$ cat src/rtl/pdm_cic_frontend_if.sv
// Bundles the PDM front-end run control, mic-side lines and packed PCM output.
// The front end itself is the slave side; whatever drives the mics and consumes PCM is the master.
interface pdm_cic_frontend_if #(
    parameter int NUM_MICS  = 25,
    parameter int BIT_WIDTH = 8
);
    logic                          enable;
    logic [NUM_MICS-1:0]           pdm_data;
    logic                          pdm_clk_out;
    logic [NUM_MICS*BIT_WIDTH-1:0] pcm_data_out;
    logic                          pcm_valid;
    logic                          running;

    modport master (
        output enable, pdm_data,
        input  pdm_clk_out, pcm_data_out, pcm_valid, running
    );

    modport slave (
        input  enable, pdm_data,
        output pdm_clk_out, pcm_data_out, pcm_valid, running
    );
endinterface

$ cat src/rtl/pdm_cic_frontend.sv
// Multichannel PDM front end: drives the mic bit clock, counts ones per DECIM-bit frame
// (first-order CIC), removes the DC midpoint and emits saturated signed PCM per mic.
module pdm_cic_frontend #(
    parameter int BIT_WIDTH     = 8,
    parameter int NUM_MICS      = 25,
    parameter int CLK_DIV       = 16,
    parameter int DECIM         = 64,
    parameter int WARMUP_FRAMES = 1
) (
    input  logic              clk,
    input  logic              rst_n,
    pdm_cic_frontend_if.slave bus
);
    localparam int CNT_W   = $clog2(DECIM + 1);
    localparam int DIV_W   = $clog2(CLK_DIV);
    localparam int BIT_W   = $clog2(DECIM);
    localparam int FRM_W   = (WARMUP_FRAMES > 1) ? $clog2(WARMUP_FRAMES) : 1;
    localparam int SAT_MAX = (1 << (BIT_WIDTH - 1)) - 1;
    localparam int SAT_MIN = -(1 << (BIT_WIDTH - 1));
    localparam logic [DIV_W-1:0] DIV_LAST = DIV_W'(CLK_DIV - 1);
    localparam logic [DIV_W-1:0] DIV_HALF = DIV_W'(CLK_DIV / 2);
    localparam logic [BIT_W-1:0] BIT_LAST = BIT_W'(DECIM - 1);

    typedef enum logic [1:0] {IDLE, WARMUP, RUN} state_t;

    state_t                        state_q, state_d;
    logic [DIV_W-1:0]              div_cnt_q, div_cnt_d;
    logic [BIT_W-1:0]              bit_cnt_q, bit_cnt_d;
    logic [FRM_W-1:0]              frame_cnt_q, frame_cnt_d;
    logic [NUM_MICS-1:0]           pdm_meta_q, pdm_sync_q;
    logic                          pdm_clk_q, pdm_clk_d;
    logic [NUM_MICS*BIT_WIDTH-1:0] pcm_q, pcm_d, frame_pcm;
    logic                          pcm_valid_q, pcm_valid_d;
    logic                          acc_clear, acc_add;
    logic                          sample_tick, frame_end;

    // Sampling at the end of the high phase gives the mics most of a half period to settle.
    assign sample_tick = (state_q != IDLE) && (div_cnt_q == DIV_LAST);
    assign frame_end   = sample_tick && (bit_cnt_q == BIT_LAST);

    always_comb begin
        state_d     = state_q;
        div_cnt_d   = div_cnt_q;
        bit_cnt_d   = bit_cnt_q;
        frame_cnt_d = frame_cnt_q;
        pcm_d       = pcm_q;
        pcm_valid_d = 1'b0;
        acc_clear   = 1'b0;
        acc_add     = 1'b0;
        unique case (state_q)
            IDLE: begin
                if (bus.enable) begin
                    state_d     = (WARMUP_FRAMES == 0) ? RUN : WARMUP;
                    div_cnt_d   = '0;
                    bit_cnt_d   = '0;
                    frame_cnt_d = '0;
                    acc_clear   = 1'b1;
                end
            end
            default: begin
                if (!bus.enable) begin
                    state_d     = IDLE;
                    div_cnt_d   = '0;
                    bit_cnt_d   = '0;
                    frame_cnt_d = '0;
                    acc_clear   = 1'b1;
                end else begin
                    div_cnt_d = sample_tick ? '0 : div_cnt_q + 1'b1;
                    if (sample_tick) begin
                        acc_add   = 1'b1;
                        bit_cnt_d = frame_end ? '0 : bit_cnt_q + 1'b1;
                    end
                    if (frame_end) begin
                        acc_clear = 1'b1;
                        if (state_q == RUN) begin
                            pcm_d       = frame_pcm;
                            pcm_valid_d = 1'b1;
                        end else if (int'(frame_cnt_q) + 1 >= WARMUP_FRAMES) begin
                            state_d     = RUN;
                            frame_cnt_d = '0;
                        end else begin
                            frame_cnt_d = frame_cnt_q + 1'b1;
                        end
                    end
                end
            end
        endcase
        pdm_clk_d = (state_d != IDLE) && (div_cnt_d >= DIV_HALF);
    end

    always_ff @(posedge clk or negedge rst_n) begin
        if (!rst_n) begin
            state_q     <= IDLE;
            div_cnt_q   <= '0;
            bit_cnt_q   <= '0;
            frame_cnt_q <= '0;
            pdm_meta_q  <= '0;
            pdm_sync_q  <= '0;
            pdm_clk_q   <= 1'b0;
            pcm_q       <= '0;
            pcm_valid_q <= 1'b0;
        end else begin
            state_q     <= state_d;
            div_cnt_q   <= div_cnt_d;
            bit_cnt_q   <= bit_cnt_d;
            frame_cnt_q <= frame_cnt_d;
            pdm_meta_q  <= bus.pdm_data;
            pdm_sync_q  <= pdm_meta_q;
            pdm_clk_q   <= pdm_clk_d;
            pcm_q       <= pcm_d;
            pcm_valid_q <= pcm_valid_d;
        end
    end

    for (genvar gi = 0; gi < NUM_MICS; gi++) begin : g_mic
        logic [CNT_W-1:0]     cnt_q, cnt_d;
        logic [CNT_W-1:0]     total;
        logic signed [31:0]   value;
        logic [BIT_WIDTH-1:0] sat;

        // The frame-end bit is folded in here so the finished frame is complete without a stall.
        always_comb begin
            total = cnt_q + CNT_W'(pdm_sync_q[gi]);
            value = $signed(32'(total)) - 32'(DECIM / 2);
            if (value > SAT_MAX) begin
                sat = BIT_WIDTH'(SAT_MAX);
            end else if (value < SAT_MIN) begin
                sat = BIT_WIDTH'(SAT_MIN);
            end else begin
                sat = value[BIT_WIDTH-1:0];
            end
            if (acc_clear) begin
                cnt_d = '0;
            end else if (acc_add) begin
                cnt_d = total;
            end else begin
                cnt_d = cnt_q;
            end
        end

        always_ff @(posedge clk or negedge rst_n) begin
            if (!rst_n) begin
                cnt_q <= '0;
            end else begin
                cnt_q <= cnt_d;
            end
        end

        assign frame_pcm[gi*BIT_WIDTH +: BIT_WIDTH] = sat;
    end

    assign bus.pdm_clk_out  = pdm_clk_q;
    assign bus.pcm_data_out = pcm_q;
    assign bus.pcm_valid    = pcm_valid_q;
    assign bus.running      = (state_q != IDLE);
endmodule

$ cat src/flat_wrapper.sv
// flat-port wrapper written by rule: the top's interface ports become plain ports
module pdm_cic_frontend_flat 
#(
    parameter int BIT_WIDTH     = 8,
    parameter int NUM_MICS      = 25,
    parameter int CLK_DIV       = 16,
    parameter int DECIM         = 64,
    parameter int WARMUP_FRAMES = 1
)
  (clk, rst_n, bus_enable, bus_pdm_data, bus_pdm_clk_out, bus_pcm_data_out, bus_pcm_valid, bus_running);
  pdm_cic_frontend_if #(.NUM_MICS(NUM_MICS), .BIT_WIDTH(BIT_WIDTH)) bus_i ();
  input  logic clk;
  input  logic rst_n;
  input wire logic [$bits(bus_i.enable)-1:0] bus_enable;
  input wire logic [$bits(bus_i.pdm_data)-1:0] bus_pdm_data;
  output wire logic [$bits(bus_i.pdm_clk_out)-1:0] bus_pdm_clk_out;
  output wire logic [$bits(bus_i.pcm_data_out)-1:0] bus_pcm_data_out;
  output wire logic [$bits(bus_i.pcm_valid)-1:0] bus_pcm_valid;
  output wire logic [$bits(bus_i.running)-1:0] bus_running;
  assign bus_i.enable = bus_enable;
  assign bus_i.pdm_data = bus_pdm_data;
  assign bus_pdm_clk_out = bus_i.pdm_clk_out;
  assign bus_pcm_data_out = bus_i.pcm_data_out;
  assign bus_pcm_valid = bus_i.pcm_valid;
  assign bus_running = bus_i.running;
  pdm_cic_frontend #(.BIT_WIDTH(BIT_WIDTH), .NUM_MICS(NUM_MICS), .CLK_DIV(CLK_DIV), .DECIM(DECIM), .WARMUP_FRAMES(WARMUP_FRAMES)) u_core (.clk(clk), .rst_n(rst_n), .bus(bus_i));
endmodule
$ cat config.mk
export PLATFORM = sky130hd
export DESIGN_NAME = pdm_cic_frontend_flat
export DESIGN_NICKNAME = d
export VERILOG_FILES = /design/src/rtl/pdm_cic_frontend_if.sv /design/src/rtl/pdm_cic_frontend.sv /design/src/flat_wrapper.sv
export SDC_FILE = /design/constraint.sdc
export NUM_CORES = 1
export LEC_CHECK = 0
export CORE_MARGIN = 5
export CORE_UTILIZATION = 56
export CTS_CLUSTER_DIAMETER = 100
export DETAILED_ROUTE_END_ITERATION = 16
export PLACE_DENSITY = 0.83
export SYNTH_ARGS = -nofsm -noshare
export SYNTH_HDL_FRONTEND = slang
export SYNTH_SLANG_ARGS = --single-unit
$ cat constraint.sdc
create_clock -name clk -period 3 [get_ports clk]
set_input_delay 0.3 -clock clk [delete_from_list [all_inputs] [get_ports clk]]
set_output_delay 0.3 -clock clk [all_outputs]
set_load 0.05 [all_outputs]
# After elaboration in Yosys (flattened, before gate mapping)
# Index checks and enable logic that the tools add are counted.
[word_totals]
regBits = 440
in_bits = 28
word_cells = 290
[op_classes]
n_addsub = 54
n_lt_le_gt_ge = 52
n_eq_ne = 7
muxes = 132
n_bitwise = 1
n_reduce_logical = 10
[op_table]
columns = ["cell", "count"]
rows = [
  ["$gt A32 B8 Y1 const B", 25],
  ["$lt A32 B8 Y1 const B", 25],
  ["$mux W8", 50],
  ["$mux W7", 50],
  ["$sub A7 B6 Y8 const B", 25],
  ["$add A7 B1 Y7", 25],
  ["$ge A32 B2 Y1 const B", 1],
  ["$mux W6", 5],
  ["$mux W1", 17],
  ["$mux W4", 4],
  ["$mux W2", 6],
  ["$add A6 B1 Y6 const B", 1],
  ["$eq A6 B6 Y1 const B", 1],
  ["$ne A3 B1 Y1 const B", 2],
  ["$reduce_bool A2 Y1", 3],
  ["$add A4 B1 Y4 const B", 1],
  ["$eq A4 B4 Y1 const B", 1],
  ["$ge A4 B4 Y1 const B", 1],
  ["$reduce_and A4 Y1", 1],
  ["$logic_and A1 B1 Y1", 3],
  ["$ne A3 B3 Y1 const B", 1],
  ["$reduce_and A3 Y1", 1],
  ["$add A1 B1 Y2 const B", 1],
  ["$eq A2 B2 Y1 const B", 1],
  ["5 further kinds", 5],
]

# Depth between registers and ports, before layout
# Gate-level depths: netlist of run 1.
[depth]
ltp_word = 9
depth_mapped = 9

# Worst setup path after synthesis of run 1
# No wires, ideal clock.
[synth_path]
kind = "register to register"
from = "register u_core.div_cnt_q[0]"
to = "register u_core.pcm_q[181] (netlist: u_core.bus.pcm_data_out[181])"
setup_ns = 0.127
arrival_time_ns = 1.958
required_ns = 2.873
slack_ns = 0.914
path_stages_with_launch = 9
path_buffers = 3
period_less_slack_ns = 2.086
cell_sequence = "dfrtp_1 ha_1 nand3_1 or3_1 buf_2 nor2_4 buf_12 buf_8 mux2_1"
[synth_via]
elab_chain_cells = 4
[synth_lines]
columns = ["item", "line", "text"]
rows = [
  ["start: declaration", "pdm_cic_frontend.sv:27", "logic [DIV_W-1:0] div_cnt_q, div_cnt_d;"],
  ["start signal: assignment", "pdm_cic_frontend.sv:104", "div_cnt_q <= div_cnt_d;"],
  ["$eq A4 B4 Y1", "pdm_cic_frontend.sv:38", "assign sample_tick = (state_q != IDLE) && (div_cnt_q == DIV_LAST);"],
  ["$logic_and A1 B1 Y1", "pdm_cic_frontend.sv:38", ""],
  ["$logic_and A1 B1 Y1", "pdm_cic_frontend.sv:39", "assign frame_end = sample_tick && (bit_cnt_q == BIT_LAST);"],
  ["$reduce_and A4 Y1 (no source line)", "-", ""],
  ["end signal: assignment", "pdm_cic_frontend.sv:110", "pcm_q <= pcm_d;"],
  ["end: declaration", "pdm_cic_frontend.sv:32", "logic [NUM_MICS*BIT_WIDTH-1:0] pcm_q, pcm_d, frame_pcm;"],
]
# No other way between the ends.
# A chain may end at the register's enable or synchronous reset.

# Worst setup path after layout of run 1
[layout_path]
from = "register u_core.state_q[0]"
to = "output port bus_running"
[layout_via]
elab_chain_cells = 1
[layout_lines]
columns = ["item", "line", "text"]
rows = [
  ["start: declaration", "pdm_cic_frontend.sv:26", "state_t state_q, state_d;"],
  ["start signal: assignment", "pdm_cic_frontend.sv:103", "state_q <= state_d;"],
  ["$reduce_bool A2 Y1", "pdm_cic_frontend.sv:155", "assign bus.running = (state_q != IDLE);"],
  ["end: declaration", "flat_wrapper.sv:19", "output wire logic [$bits(bus_i.running)-1:0] bus_running;"],
]
# No other way between the ends.

==> results.toml, run 1 <==
[outcome]
outcome = "completed"

[sta]
setup_slack_ns = 0.489
finalSetupViolCount = 0
max_freq_mhz = 398
fin_skew_ns = 0.0151
rsz0062_at_grt = "false"
hold_viol = 0
finalCriticalPeriod_ns = 2.51
worst_slew_pin_slew_ns = 0.708
post-route-period-util = 0.837
finalMaxSlewViolations = 0
slew_headroom = 0.528
setup_tns_ns = 0

[power]
clkPwrFrac = 0.472
power_w = 0.0119
p_int_w = 0.00936
switchingPower_w = 0.00256
leakage_nw = 10.8
sw_frac_of_total = 0.215
p_comb_frac = 0.027
p_seq_frac = 0.501
peakVddDrop_mv = 0.428
powerDensity_nw_per_um2 = 496

[global_routing]
grt_pass1_vias = 13948
grt_pass1_wl_um = 74600
antenna_found_initial = 0
grt_util_all_layers = 0.235
grt_max_degree = 108
grt_overflow = 0

[clocking]
cts_resized = 0
clkSinkCount = 439
cts_made_buffers = 45
cts_max_path_buffers = 3
clk_pin_slew_ns = 0.06
insertion_delay_ns = 0.54
cts_root_buffer = "clkbuf_16"
cts_tree = "yes"
post_cts_buffers = 0
h-tree-depth = 2

[floorplanning]
fp.dieW_um = 198
die_y_um = 198
dieArea_um2 = 39200
num_rows = 68
core_um2 = 34700
io_pins = 231
start_util = 0.570

[setup_path]
crit_required_ns = 2.70
path_cells = "nor2_1, inv_1, clkdlybuf4s50_1"
startpoint_type = "flip-flop"
end_kind = "output port"
cpPeakStageDelay_ns = 0.72
arrival_ns = 2.21
crit_type = "reg -> out"
slowest_stage = "clkdlybuf4s50_1"
crit_buf_inv = 2
crit_family = "buffers and inverters"
worstPathMaxFanout = 7

[yosys]
synthesis.nets = 1809
synth-seq-area-share = 0.555
netlist_instances = 1701
yosysUniqueCellTypes = 39
ys_warn_count = 0
synth.ff_latch_count = 439
synth.avg_cell_area_um2 = 11.6
netlist_area_um2 = 19800

[finish]
layout.nets = 2026
insertedDiodeCount = 0
drive_above_1_share = 0.103
syn2layout_area_growth_pct = 21.4

[routing]
first_pass_iters = 5
drt_iter0_drc = 1070
finalWirelength_um = 46200
drc = 0
num_vias = 13422
vias_per_cell = 5.57
antenna_left = 0
wire_per_inst_um = 19.2

[place]
numPortBuffers = 230
gp_congestion = 0.834
dp_hpwl_um = 29300
pre_cts_ws_ns = 0.326

[worst_hold_path]
hold_path_class = "in -> reg"

[flow_run]
max_cap_viol_count = 0
layer usage:
layer	global-route usage	vias up	share of wire
met1	0.315	6756	0.42
met3	0.0371	107	0.053
met2	0.392	387	0.49
met4	0.0834	0	0.036
met5	0	-	0
li1	-	6172	-
sequential cells by signal, summed over array words and instances, names as in the netlist:
register,cells
u_core.pdm_meta_q,25
u_core.bus.pdm_clk_out,1
u_core.bus.pcm_valid,1
u_core.g_mic.cnt_q,175
u_core.state_q,2
u_core.pdm_sync_q,25
u_core.bus.pcm_data_out,200
u_core.div_cnt_q,4
u_core.bit_cnt_q,6
power groups by stage:
stage	Combinational [W]	Clock [W]	Sequential, W
finish	0.000323	0.00563	0.00597
detailed placement	0.000328	0	0.00608
CTS	0.000331	0.00572	0.00597
global placement	0.000319	0	0.00608
floorplan	0.000104	0	0.00608
global route	0.000361	0.00598	0.00597
area by class of cell:
cell class,instances,area (um^2)
tap,455,569
fill,2433,10700
sequential,439,11000
multi-input combinational,1164,8260
clock inverter,19,161
timing repair buffer,258,2650
inverter,10,37.5
clock buffer,64,1360
path summary, 6_finish.rpt:
path                                           endpoint  slack (ns)                   from  depth (start not counted)
setup / recovery                            bus_running        0.49      u_core.state_q[0]                          3
hold / removal                    u_core.pdm_meta_q[15]        0.20       bus_pdm_data[15]                          1
setup reg to reg           u_core.bus.pcm_data_out[147]        0.58    u_core.bit_cnt_q[0]                          7
hold reg to reg                   u_core.pdm_sync_q[14]        0.34  u_core.pdm_meta_q[14]                          0
max in group asynchronous     u_core.g_mic[18].cnt_q[0]        1.77                  rst_n                          3
min in group asynchronous   u_core.bus.pcm_data_out[61]        0.35                  rst_n                          2
cell families after synthesis:
family / Yosys count / share of synthesized area
AO/OA/AOI/OAI: 119 / 0.0314
multiplexers: 177 / 0.102
adder cells (fa/ha/maj): 80 / 0.0506
XOR/XNOR: 255 / 0.113
buffers and inverters: 98 / 0.0294
AND/OR/NAND/NOR: 533 / 0.118
flip-flops: 439 / 0.555
what timing repair did:
| action | 4_1_cts | 5_1_grt |
|---|---|---|
| hold buffers | 1 | 0 |
| endpoints found under the hold margin | 66 | 0 |
| setup endpoints to repair | 0 | 0 |
placed cells by master, fill, tap and decap left out, types with 2 or more instances in the layout:
cell type / n
nand2_1: 156
clkbuf_8: 14
o21ai_0: 52
nand3_1: 78
xor2_1: 57
o22ai_1: 4
nor4_1: 50
mux2_2: 76
buf_12: 10
mux2_1: 90
clkbuf_16: 46
mux2_4: 9
clkbuf_1: 4
inv_1: 10
bufinv_16: 2
buf_4: 17
clkinv_2: 14
mux2i_1: 2
nor2_1: 181
ha_1: 80
nand2b_1: 2
xnor2_1: 198
clkdlybuf4s50_1: 229
nand4_1: 2
dfrtp_1: 439
nor2_4: 2
a211oi_1: 2
nor3_1: 54
a21oi_1: 54
clkinvlp_4: 2
per-stage QoR:
stage	util	hold WS [ns]	instances	cell area, um^2
3_3_place_gp	0.648	0.331	2325	22500
2_1_floorplan	-	0.00441	1701	19800
6_report	0.692	0.203	2409	24000
3_5_place_dp	0.648	0.336	2325	22500
4_1_cts	0.692	0.174	2409	24000
5_1_grt	0.692	0.175	2409	24000
synthesized netlist by cell type:
cell	count	share of area
mux2_1	90	0.051
nor4_1	50	0.016
nand4b_1	1	0.00044
xnor2_1	198	0.088
mux2i_1	2	0.0010
mux2_4	9	0.0068
or3_1	2	0.00063
o21ai_1	1	0.00025
a211oi_1	2	0.00076
and3_1	1	0.00032
o21a_1	1	0.00038
nor2_4	1	0.00057
nor3_1	54	0.014
a41oi_1	1	0.00044
buf_2	17	0.0043
nor2_1	182	0.035
buf_8	9	0.0068
a22o_1	1	0.00044
a21oi_1	55	0.014
buf_6	9	0.0051
a21o_1	1	0.00038
and4_1	1	0.00044
inv_1	10	0.0019
buf_1	5	0.00095
o22ai_1	4	0.0013
nand2_1	157	0.030
xor2_1	57	0.025
mux2_2	76	0.043
buf_4	2	0.00076
o21ai_0	52	0.013
clkbuf_1	45	0.0085
o21ai_2	1	0.00044
nand4_1	2	0.00063
nor2b_1	1	0.00032
nand2b_1	2	0.00063
dfrtp_1	439	0.56
buf_12	1	0.0010
nand3_1	79	0.020
ha_1	80	0.051
worst register-to-register path, delay by kind of cell, from the launching register on:
kind          cells  cell delay, ns
fa+ha+maj         1            0.22
buf+inv           2            0.61
flops             1            0.42
mux               1            0.44
simple gates      3            0.62
No activity file was read; power rests on OpenSTA's default activity.
==> run 2: changes to the inputs <==
--- a/config.mk
+++ b/config.mk
@@ -6,10 +6,10 @@
 export NUM_CORES = 1
 export LEC_CHECK = 0
 export CORE_MARGIN = 5
-export CORE_UTILIZATION = 56
+export CORE_UTILIZATION = 51
 export CTS_CLUSTER_DIAMETER = 100
 export DETAILED_ROUTE_END_ITERATION = 16
-export PLACE_DENSITY = 0.83
+export PLACE_DENSITY = 0.8
 export SYNTH_ARGS = -nofsm -noshare
 export SYNTH_HDL_FRONTEND = slang
 export SYNTH_SLANG_ARGS = --single-unit
==> constraint.sdc (replaced) <==
create_clock -name clk -period 2.05 [get_ports clk]
set_input_delay 0.205 -clock clk [delete_from_list [all_inputs] [get_ports clk]]
set_output_delay 0.205 -clock clk [all_outputs]
set_load 0.05 [all_outputs]
==> results.toml, run 2 (same netlist as run 1, synthesis figures left out) <==
[power]
sw_frac_of_total = 0.210
powerDensity_nw_per_um2 = 724
peakVddDrop_mv = 0.605
clkPwrFrac = 0.489
p_comb_frac = 0.029
p_int_w = 0.0143
power_w = 0.0181
p_seq_frac = 0.482
switchingPower_w = 0.00381
leakage_nw = 11.3

[setup_path]
crit_buf_inv = 1
r2r_start = "u_core.bit_cnt_q[1]"
cpPeakStageDelay_ns = 0.56
setup.worst_path.start = "u_core.bit_cnt_q[1]"
crit_required_ns = 2.50
path_cells = "ha_4, and4_4, nand2_4, or3_4, clkbuf_16, mux2_4"
end_kind = "flip-flop"
startpoint_type = "flip-flop"
arrival_ns = 2.53
crit_family = "simple AND/OR/NAND/NOR gates"
worstPathMaxFanout = 12
slowest_stage = "or3_4"
r2r_slack_ns = -0.03
crit_type = "reg -> reg"

[sta]
finalMaxSlewViolations = 0
hold_viol = 0
setup_slack_ns = -0.0324
worst_slew_pin_slew_ns = 0.768
finalSetupViolCount = 22
rsz0062_at_grt = "true"
max_freq_mhz = 480
slew_headroom = 0.484
finalCriticalPeriod_ns = 2.08
fin_skew_ns = 0.0174
post-route-period-util = 1.02

[clocking]
clk_pin_slew_ns = 0.07
cts_max_path_buffers = 3
clkSinkCount = 439
insertion_delay_ns = 0.56
cts_tree = "yes"
h-tree-depth = 2
cts_made_buffers = 46
cts_root_buffer = "clkbuf_16"

[floorplanning]
die_y_um = 207
core_um2 = 38500
dieArea_um2 = 42800
fp.dieW_um = 207
num_rows = 72
start_util = 0.514
io_pins = 231

[flow_run]
max_cap_viol_count = 0

[global_routing]
grt_util_all_layers = 0.222
use_met3 = 0.0337
grt_pass1_vias = 14353
grt_max_degree = 107
grt_use_met1 = 0.290
grtUsageMet2 = 0.383
antenna_found_initial = 1
top_usage_layer = "met2"
grt_pass1_wl_um = 76000
grt_overflow = 0

[finish]
utilization = 0.652
drive_above_1_share = 0.137
final_common_cell = "dfrtp_1"
syn2layout_area_growth_pct = 26.8
largest_register_ffs = 200
insertedDiodeCount = 0
layout.nets = 2081
layout_common_cells = "dfrtp_1, clkdlybuf4s50_1, xnor2_1, nor2_1, nand2_1"

[outcome]
violations = "setup timing"
outcome = "finished with violations"

[place]
pre_cts_ws_ns = -0.258
numPortBuffers = 230
dp_hpwl_um = 31000
gp_congestion = 0.805

[routing]
vias_per_cell = 5.47
num_vias = 13789
wire_per_inst_um = 19.8
antenna_left = 0
finalWirelength_um = 50100
drt_iter0_drc = 947
drc = 0
first_pass_iters = 5

[worst_hold_path]
hp-start = "bus_pdm_data[8]"
hold_path_class = "in -> reg"
[run 2: layer usage]
layer | part of all wire | vias to the layer above
li1 | - | 6286
met1 | 0.41 | 7002
met2 | 0.50 | 405
met3 | 0.057 | 94
met4 | 0.031 | 2
met5 | 0.00018 | -
[run 2: power groups by stage]
| stage | registers, W | logic (W) | clock network, W |
|---|---|---|---|
| after floorplan | 0.00889 | 0.000152 | 0 |
| after global placement | 0.00890 | 0.000527 | 0 |
| after detailed placement | 0.00890 | 0.000534 | 0 |
| after CTS | 0.00874 | 0.000539 | 0.00900 |
| after global routing | 0.00874 | 0.000588 | 0.00936 |
| final | 0.00874 | 0.000527 | 0.00887 |
[run 2: path summary, 6_finish.rpt]
kind,endpoint,cells past startpoint
max in group asynchronous,u_core.pdm_meta_q[24],3
min in group asynchronous,u_core.g_mic[7].cnt_q[0],2
worst max register to register,u_core.bus.pcm_data_out[7],6
worst max-delay path,u_core.bus.pcm_data_out[7],6
worst min register to register,u_core.pdm_sync_q[16],0
worst min-delay path,u_core.pdm_meta_q[8],1
[run 2: per-stage QoR]
stage / TNS, ns / instance area, um^2 / hold WS (ns) / cells
2_1_floorplan: 0 / 19800 / -0.0906 / 1701
3_3_place_gp: -30.12 / 23000 / 0.187 / 2423
3_5_place_dp: -38.87 / 23000 / 0.192 / 2423
4_1_cts: 0 / 24600 / 0.0622 / 2504
5_1_grt: -3.91 / 25100 / 0.0701 / 2523
6_report: -0.317 / 25100 / 0.0825 / 2523
[run 2: cell type report]
type,instances,area [um^2]
Multi-Input combinational cell,1166,8410
Clock inverter,11,210
Fill cell,2857,13400
Inverter,10,37.5
Sequential cell,439,11000
Clock buffer,69,1400
Tap cell,518,648
Timing Repair Buffer,310,3380
[run 2: repair_timing]
action	in CTS	in global routing
hold buffers	1	0
gates cloned	0	16
pin swaps	0	2
gates resized for setup	4	40
endpoints found under the hold margin	70	0
setup buffers	0	3
setup endpoints to repair	53	162
==> run 3: changes to the inputs <==
--- a/config.mk
+++ b/config.mk
@@ -6,10 +6,12 @@
 export NUM_CORES = 1
 export LEC_CHECK = 0
 export CORE_MARGIN = 5
-export CORE_UTILIZATION = 51
+export CORE_UTILIZATION = 58
 export CTS_CLUSTER_DIAMETER = 100
 export DETAILED_ROUTE_END_ITERATION = 16
-export PLACE_DENSITY = 0.8
+export DONT_BUFFER_PORTS = 1
+export PLACE_DENSITY = 0.79
+export SKIP_CTS_REPAIR_TIMING = 1
 export SYNTH_ARGS = -nofsm -noshare
 export SYNTH_HDL_FRONTEND = slang
 export SYNTH_SLANG_ARGS = --single-unit
==> results.toml, run 3 (same netlist as run 1, synthesis figures left out) <==
[sta]
finalMaxSlewViolations = 0
worst_slew_pin_slew_ns = 1.36
post-route-period-util = 0.989
setup_tns_ns = 0
max_freq_mhz = 493
slew_headroom = 0.0947
finalCriticalPeriod_ns = 2.03
finalSetupViolCount = 0
hold_viol = 439
fin_skew_ns = 0.0106
rsz0062_at_grt = "true"
holdWs_ns = -0.631
setup_slack_ns = 0.0215

[finish]
layout_common_cells = "dfrtp_1, xnor2_1, nor2_1, nand2_1, mux2_1"
final_common_cell = "dfrtp_1"
layout.nets = 1858
largest_register_ffs = 200
syn2layout_area_growth_pct = 14.2
design_area_um2 = 22600
insertedDiodeCount = 0
drive_above_1_share = 0.136

[power]
p_comb_frac = 0.017
switchingPower_w = 0.00359
sw_frac_of_total = 0.199
clkPwrFrac = 0.498
leakage_nw = 10.3
p_int_w = 0.0144
powerDensity_nw_per_um2 = 798
p_seq_frac = 0.485
peakVddDrop_mv = 0.826

[floorplanning]
start_util = 0.588
fp.dieW_um = 195
die_y_um = 195
num_rows = 67
core_um2 = 33600
io_pins = 231
dieArea_um2 = 37900

[place]
postPlaceCellArea_um2 = 20500
dp_hpwl_um = 27600
pre_cts_ws_ns = 0.0147
gp_congestion = 0.802
numPortBuffers = 0

[global_routing]
grt_pass1_vias = 12954
antenna_found_initial = 1
grt_pass1_wl_um = 71500
grt_max_degree = 440
grt_overflow = 0
grt_util_all_layers = 0.230

[setup_path]
setup.worst_path.start = "u_core.div_cnt_q[0]"
r2r_slack_ns = 0.02
crit_type = "reg -> reg"
worstReg2RegEnd = "u_core.bus.pcm_data_out[148]"
cpMostUsedCell = "buf_4"
arrival_ns = 2.45
startpoint_type = "flip-flop"
worstPathMaxFanout = 5
end_kind = "flip-flop"
path_cells = "ha_4, nand3_4, or3_4, nor2_4, buf_4, clkbuf_16, buf_4, mux2_1"
crit_family = "simple AND/OR/NAND/NOR gates"
cp.depth = 8
crit_buf_inv = 3
r2r_start = "u_core.div_cnt_q[0]"
r2r_cells = 8
cpPeakStageDelay_ns = 0.39
crit_required_ns = 2.47
slowest_stage = "dfrtp_1"
crit_end = "u_core.bus.pcm_data_out[148]"

[clocking]
cts_made_buffers = 46
clkSinkCount = 439
insertion_delay_ns = 0.55
cts_tree = "yes"
clk_pin_slew_ns = 0.06
h-tree-depth = 2
cts_max_path_buffers = 3
cts_root_buffer = "clkbuf_16"

[routing]
drt_iter0_drc = 870
drc = 0
num_vias = 12675
first_pass_iters = 5
antenna_left = 0
finalWirelength_um = 44500
wire_per_inst_um = 19.9
vias_per_cell = 5.68

[outcome]
violations = "hold timing"
outcome = "finished with violations"

[flow_run]
max_cap_viol_count = 0

[worst_hold_path]
hold_path_class = "in -> async"
==> run 3: changes by cell type in the layout (fill, tap and decap cells not counted), moves of 6 or more <==
| cell | previous run | this run |
|---|---|---|
| mux2_4 | 28 | 17 |
| dlygate4sd3_1 | 1 | 26 |
| clkdlybuf4s50_1 | 224 | 0 |
| mux2_1 | 71 | 82 |
| clkbuf_16 | 57 | 51 |
| buf_6 | 9 | 1 |
==> run 3: final cells by class <==
cell class	instances	area (um^2)
clock inverters	16	285
well taps	448	561
repair buffers	89	1050
fillers	2320	11000
multi-input cells	1164	8310
clock buffers	66	1360
flip-flops and latches	439	11000
inverters	10	37.5
==> run 3: per-layer routing <==
metal  vias to the layer above  part of all wire  GRT usage
met5                         -           0.00029          0
met4                         2             0.030     0.0727
met3                        88             0.056     0.0511
met2                       289              0.49      0.381
met1                      6441              0.42      0.306
li1                       5855                 -          -
==> run 3: power by group through the flow <==
stage | Combinational [W] | Sequential, W | Clock (W)
5_1_grt | 0.000337 | 0.00874 | 0.00954
3_3_place_gp | 0.000260 | 0.00890 | 0
6_report | 0.000311 | 0.00874 | 0.00898
4_1_cts | 0.000263 | 0.00874 | 0.00913
2_1_floorplan | 0.000152 | 0.00889 | 0
3_5_place_dp | 0.000262 | 0.00890 | 0
==> run 3: worst min-delay path by stage <==
| stage | start | end | slack (ns) |
|---|---|---|---|
| 2_1_floorplan | rst_n | u_core.bit_cnt_q[0] | -0.09 |
| 3_3_place_gp | rst_n | u_core.bus.pcm_data_out[32] | -0.08 |
| 3_5_place_dp | rst_n | u_core.pdm_sync_q[4] | -0.08 |
| 4_1_cts | rst_n | u_core.pdm_sync_q[4] | -0.66 |
| 5_1_grt | rst_n | u_core.bus.pcm_data_out[33] | -0.66 |
| 6_report | rst_n | u_core.bus.pcm_data_out[35] | -0.63 |
==> run 3: metrics by stage <==
stage           util  total power (W)  cells
5_1_grt        0.672           0.0186   2232
3_3_place_gp   0.610          0.00916   2114
6_report       0.672           0.0180   2232
2_1_floorplan      -          0.00905   1701
3_5_place_dp   0.610          0.00916   2114
4_1_cts        0.659           0.0181   2196
